<file path="src/rtl/segasys1_vram_arbiter.sv">
// Three-requester (BG > SP > CPU, CPU anti-starvation) arbiter for one synchronous video RAM.
// One access per 3 cycles; ACK two cycles after the IDLE sample; losers simply wait with RQ held.
module segasys1_vram_arbiter #(
    parameter int AW     = 11,
    parameter int DW     = 8,
    parameter int STARVE = 4
) (
    input  logic          CLK48M,
    input  logic          RESET,
    input  logic          CPU_RQ,
    input  logic          CPU_WE,
    input  logic [AW-1:0] CPU_AD,
    input  logic [DW-1:0] CPU_DI,
    input  logic          BG_RQ,
    input  logic [AW-1:0] BG_AD,
    input  logic          SP_RQ,
    input  logic [AW-1:0] SP_AD,
    output logic          CPU_ACK,
    output logic          BG_ACK,
    output logic          SP_ACK,
    output logic [DW-1:0] RDATA,
    output logic          CPU_WAIT,
    output logic [AW-1:0] RAM_AD,
    output logic [DW-1:0] RAM_DO,
    output logic          RAM_WE,
    output logic          RAM_EN,
    input  logic [DW-1:0] RAM_DI,
    output logic          BUSY,
    output logic [1:0]    GNT
);

    typedef enum logic [1:0] {S_IDLE, S_ISSUE, S_CAPT} state_t;

    localparam logic [1:0] G_NONE = 2'd0;
    localparam logic [1:0] G_BG   = 2'd1;
    localparam logic [1:0] G_SP   = 2'd2;
    localparam logic [1:0] G_CPU  = 2'd3;
    localparam logic [3:0] STARVE_LIM = 4'(STARVE);

    state_t          state_q, state_d;
    logic [3:0]      starve_q, starve_d;
    logic [1:0]      gnt_q, gnt_d;
    logic            busy_q, busy_d;
    logic            ram_en_q, ram_en_d;
    logic            ram_we_q, ram_we_d;
    logic [AW-1:0]   ram_ad_q, ram_ad_d;
    logic [DW-1:0]   ram_do_q, ram_do_d;
    logic [DW-1:0]   rdata_q, rdata_d;
    logic [2:0]      ack_q, ack_d;   // {cpu, sp, bg}
    logic [1:0]      win;

    always_comb begin
        state_d  = state_q;
        starve_d = starve_q;
        gnt_d    = gnt_q;
        busy_d   = busy_q;
        ram_en_d = 1'b0;
        ram_we_d = 1'b0;
        ram_ad_d = ram_ad_q;
        ram_do_d = ram_do_q;
        rdata_d  = rdata_q;
        ack_d    = 3'b000;
        win      = G_NONE;

        case (state_q)
            S_IDLE: begin
                if (CPU_RQ && starve_q == STARVE_LIM) win = G_CPU;
                else if (BG_RQ)                        win = G_BG;
                else if (SP_RQ)                        win = G_SP;
                else if (CPU_RQ)                       win = G_CPU;

                if (!CPU_RQ || win == G_CPU)    starve_d = 4'd0;
                else if (starve_q != STARVE_LIM) starve_d = starve_q + 4'd1;

                if (win != G_NONE) begin
                    state_d  = S_ISSUE;
                    gnt_d    = win;
                    busy_d   = 1'b1;
                    ram_en_d = 1'b1;
                    ram_we_d = (win == G_CPU) && CPU_WE;
                    ram_do_d = CPU_DI;
                    case (win)
                        G_BG:    ram_ad_d = BG_AD;
                        G_SP:    ram_ad_d = SP_AD;
                        default: ram_ad_d = CPU_AD;
                    endcase
                end
            end
            S_ISSUE: begin
                state_d = S_CAPT;
            end
            S_CAPT: begin
                // RAM data for the ISSUE-cycle address is valid now (one-cycle RAM latency).
                state_d = S_IDLE;
                rdata_d = RAM_DI;
                ack_d   = {gnt_q == G_CPU, gnt_q == G_SP, gnt_q == G_BG};
                gnt_d   = G_NONE;
                busy_d  = 1'b0;
            end
            default: begin
                state_d = S_IDLE;
                gnt_d   = G_NONE;
                busy_d  = 1'b0;
            end
        endcase
    end

    always_ff @(posedge CLK48M or posedge RESET) begin
        if (RESET) begin
            state_q  <= S_IDLE;
            starve_q <= 4'd0;
            gnt_q    <= G_NONE;
            busy_q   <= 1'b0;
            ram_en_q <= 1'b0;
            ram_we_q <= 1'b0;
            ram_ad_q <= '0;
            ram_do_q <= '0;
            rdata_q  <= '0;
            ack_q    <= 3'b000;
        end else begin
            state_q  <= state_d;
            starve_q <= starve_d;
            gnt_q    <= gnt_d;
            busy_q   <= busy_d;
            ram_en_q <= ram_en_d;
            ram_we_q <= ram_we_d;
            ram_ad_q <= ram_ad_d;
            ram_do_q <= ram_do_d;
            rdata_q  <= rdata_d;
            ack_q    <= ack_d;
        end
    end

    assign BG_ACK   = ack_q[0];
    assign SP_ACK   = ack_q[1];
    assign CPU_ACK  = ack_q[2];
    assign RDATA    = rdata_q;
    assign CPU_WAIT = CPU_RQ & ~ack_q[2];
    assign RAM_AD   = ram_ad_q;
    assign RAM_DO   = ram_do_q;
    assign RAM_WE   = ram_we_q;
    assign RAM_EN   = ram_en_q;
    assign BUSY     = busy_q;
    assign GNT      = gnt_q;

endmodule

</file>
<file path="config.mk">
export PLATFORM = sky130hd
export DESIGN_NAME = segasys1_vram_arbiter
export DESIGN_NICKNAME = d
export VERILOG_FILES = /design/src/rtl/segasys1_vram_arbiter.sv
export SDC_FILE = /design/constraint.sdc
export NUM_CORES = 1
export LEC_CHECK = 0
export ABC_AREA = 1
export BUFFER_PORTS_ARGS = -buffer_cell sky130_fd_sc_hd__buf_2
export CORE_MARGIN = 5
export CORE_UTILIZATION = 48
export CTS_BUF_LIST = sky130_fd_sc_hd__clkbuf_8
export DETAILED_ROUTE_END_ITERATION = 8
export GPL_ROUTABILITY_DRIVEN = 0
export MAX_ROUTING_LAYER = met4
export PLACE_DENSITY = 0.79
export SKIP_LAST_GASP = 1
export SYNTH_ARGS = -nofsm -noshare
export SYNTH_HDL_FRONTEND = slang
export SYNTH_SLANG_ARGS = --single-unit
</file>
<file path="constraint.sdc">
create_clock -name CLK48M -period 2.3 [get_ports CLK48M]
set_clock_uncertainty 0.05 [all_clocks]
set_input_delay 0.46 -clock CLK48M [delete_from_list [all_inputs] [get_ports CLK48M]]
set_output_delay 0.46 -clock CLK48M [all_outputs]
set_load 0.01 [all_outputs]
</file>
==> key figures <==
Run status
  • Outcome: finished, final reports clean

Timing
  • RSZ-0062 raised after global routing: no
  • Period utilization: 90.0%
  • Worst slew margin: 42.4%
  • Actual slew at the worst max-slew pin: 0.859 ns
  • Count of final setup violators: 0
  • TNS Setup: 0 ns
  • Fin. Hold Viols: 0
  • Min Tclk post-route: about 2.1 ns
  • FMAX: 0.483 GHz
  • Slew Viols, Final: 0

Logic synthesis
  • Synth Instances: about 250
  • Post-Syn Nets: 314
  • Complex-gate fraction of the synthesized area: 3.40%
  • Post-synthesis simple-gate area fraction: between 30% and 40%
  • Largest family of logic cells by synthesized area: simple AND/OR/NAND/NOR gates
  • Adder-Cell Fraction of Synth Area: between 3 and 4%
  • Post-synthesis register bit count: 41
  • Post-synth top area share: 51.6%
  • Syn Area/Cell: between 7 and 8 µm²
  • Netlist cell types: 19
  • Post-synthesis mux area share: 0%
  • Yosys warnings: 0
  • Largest area contributor in the netlist: dfrtp_1
  • Largest cells by area after synthesis: dfrtp_1 (52%), nand2_1 (22%), nand3_1 (5.5%)
  • Register area share after synthesis: roughly half
  • Mapped Area: 1990 µm²
  • Xor/xnor share of the synthesized area: 0%

Global routing
  • Vias in the first global route: about 1.9k
  • Total Routing Usage GR: 18.8%
  • First-pass GRT wire length: 7900 µm
  • Initial antenna violation count: 0
  • Largest net degree at the start of global routing: 26
  • Congestion Overflow GR: 0

Worst setup path
  • CP Launch Type: register
  • Critical path data required time: approximately 2.4 ns
  • Delay-heaviest family, CP: simple AND/OR/NAND/NOR gates
  • Peak fanout along the critical path: 22
  • Worst stage delay on the critical path: around 0.42 ns
  • Reg-to-reg endpoint: RAM_AD[9]
  • R2R setup slack: 0.23 ns
  • CP bufs+invs: 4
  • FF-to-FF Start: starve_q[0]
  • CP dominant cell by count: nand2_1
  • Slowest cell on the critical path: dfrtp_1
  • Reg2reg path depth: 13
  • Critical Path, Cell by Cell: inv_1, ha_1, nand2_1, nor2_1, nand2_1, nand2_1, inv_1, ha_1, inv_1, buf_12, nand3_1, nand2_1, o21ai_0
  • Crit path DAT: 2.19 ns
  • Critical path class: register to register
  • CP Launch Point: starve_q[0]
  • Worst setup EP type: register

CTS
  • Clk sink count: 41
  • Worst-case clock buffer depth: 2
  • CTS clk-pin slew, worst paths: roughly 0.07 ns
  • Root buffer selected by CTS: clkbuf_8
  • Total CTS buffers: 5
  • Worst-skew pair later-pin latency: 0.28 ns
  • H-tree levels: 2
  • Clock tree from TritonCTS: built

Floorplan
  • Die width: 74.4 µm
  • Die height: around 74 µm
  • Starting density of the core: 49.7%
  • Core area: 4000 µm²
  • Die area: 5530 µm²
  • # rows: 23
  • I/O pin count: 91

Layout
  • Final Cell Area: approximately 2600 µm²
  • Antenna fix cells: 0
  • Fraction of layout cells with a size suffix above 1: 31.6%
  • Commonest non-fill, non-tap cell in the layout: nand2_1
  • FF/Latch Area: 1030 µm²
  • Fillers: 373
  • Layout Cells excl Fill: 395
  • Fin nets: 405
  • Area growth from synthesis to layout: 30.0%
  • Area of the multi-input gates: 830 µm²
  • Most frequent cells in the layout: nand2_1 (114), buf_2 (90), dfrtp_1 (41)

Routing
  • WL final: 4600 µm
  • # DRC: 0
  • WL/cell: about 12 µm
  • Routed Antenna Nets: 0
  • DRT iter0 DRCs: between 100 and 150
  • Detailed Routing Iterations Pass 1: 4
  • Vias: 1,895
  • Vias per cell: 4.80

Placed design
  • Dpl cells: ~390
  • Buffers on Ports: 90
  • Hpwl dp: 3560 µm
  • Area after DPL: 2480 µm²

Run
  • Max-Cap Viols: 0

Power and ir drop
  • PD cells: about 1200 nW/µm²
  • Leak: approximately 1.5 nW
  • Worst vdd ir: 0.494 mV

Min path
  • Worst hold-check path type: input port to asynchronous set/reset pin
-- sequential cells by signal, indices dropped and copies added, names as in the netlist --
signal	count
ack_q	3
RAM_WE	1
RAM_EN	1
BUSY	1
RDATA	8
GNT	2
RAM_DO	8
starve_q	4
RAM_AD	11
state_q	2
-- cell type report --
cell class | instances | share of cell area (%)
Timing Repair Buffer | 95 | 19.4
Clock buffer | 7 | 3.73
Inverter | 17 | 2.47
Sequential cell | 41 | 39.7
Tap cell | 50 | 2.42
Clock inverter | 1 | 0.194
Multi-Input combinational cell | 184 | 32.1
-- cells in the mapped netlist --
master,count
clkbuf_1,1
nand2_1,114
nor3_1,3
nand2_4,1
dfrtp_1,41
a21oi_1,1
inv_2,3
nand3_1,22
o21ai_1,10
nand4_1,4
inv_1,14
buf_6,2
buf_4,2
nor2_8,1
ha_1,6
buf_2,6
o21ai_0,1
o21bai_1,1
nor2_1,20
-- metal layers --
metal	GRT usage (%)	up-vias	share of wire (%)
met3	3.92	4	7.6
li1	-	964	-
met2	32.1	84	51
met5	-	-	0
met4	4.35	0	0.54
met1	22.8	843	41
-- timing repair --
action,in CTS,in global routing
setup buffers,0,0
hold endpoints to repair,0,0
resized for setup,0,1
setup endpoints to repair,0,1
hold buffers,0,0
-- stage by stage --
stage | power [mW] | setup WS [ns] | hold slack [ns] | util [%]
6_report | 2.98 | 0.231 | 0.186 | 64.6
2_1_floorplan | 2.05 | 0.340 | 0.443 | -
5_1_grt | 3.24 | 0.0173 | 0.241 | 64.6
3_3_place_gp | 2.47 | 0.297 | 0.399 | 62.0
3_5_place_dp | 2.51 | 0.245 | 0.403 | 62.0
4_1_cts | 3.02 | 0.216 | 0.205 | 64.5
-- cell families after synthesis --
group                      Yosys count
and+or+nand+nor                    165
DFF                                 41
buffers and inverters               28
AOI/OAI and AO/OA                   13
adders and majority gates            6
-- power by group --
group          leakage [nW]  total [mW]  internal, mW  switching (mW)
Clock                0.0542       0.504         0.271           0.233
Sequential            0.517        1.22          1.02           0.192
Combinational         0.914        1.26         0.493           0.769
Total                  1.48        2.98          1.79            1.19
-- worst max path at each step --
stage                      to  slack, ns  cells after the start
floorplan           RAM_AD[0]       0.34                     12
global placement    RAM_AD[9]       0.30                     12
detailed placement  RAM_AD[9]       0.25                     12
CTS                 RAM_AD[9]       0.22                     12
global route        RAM_AD[9]       0.02                     12
finish              RAM_AD[9]       0.23                     13
(Power assumes the default switching activity.)
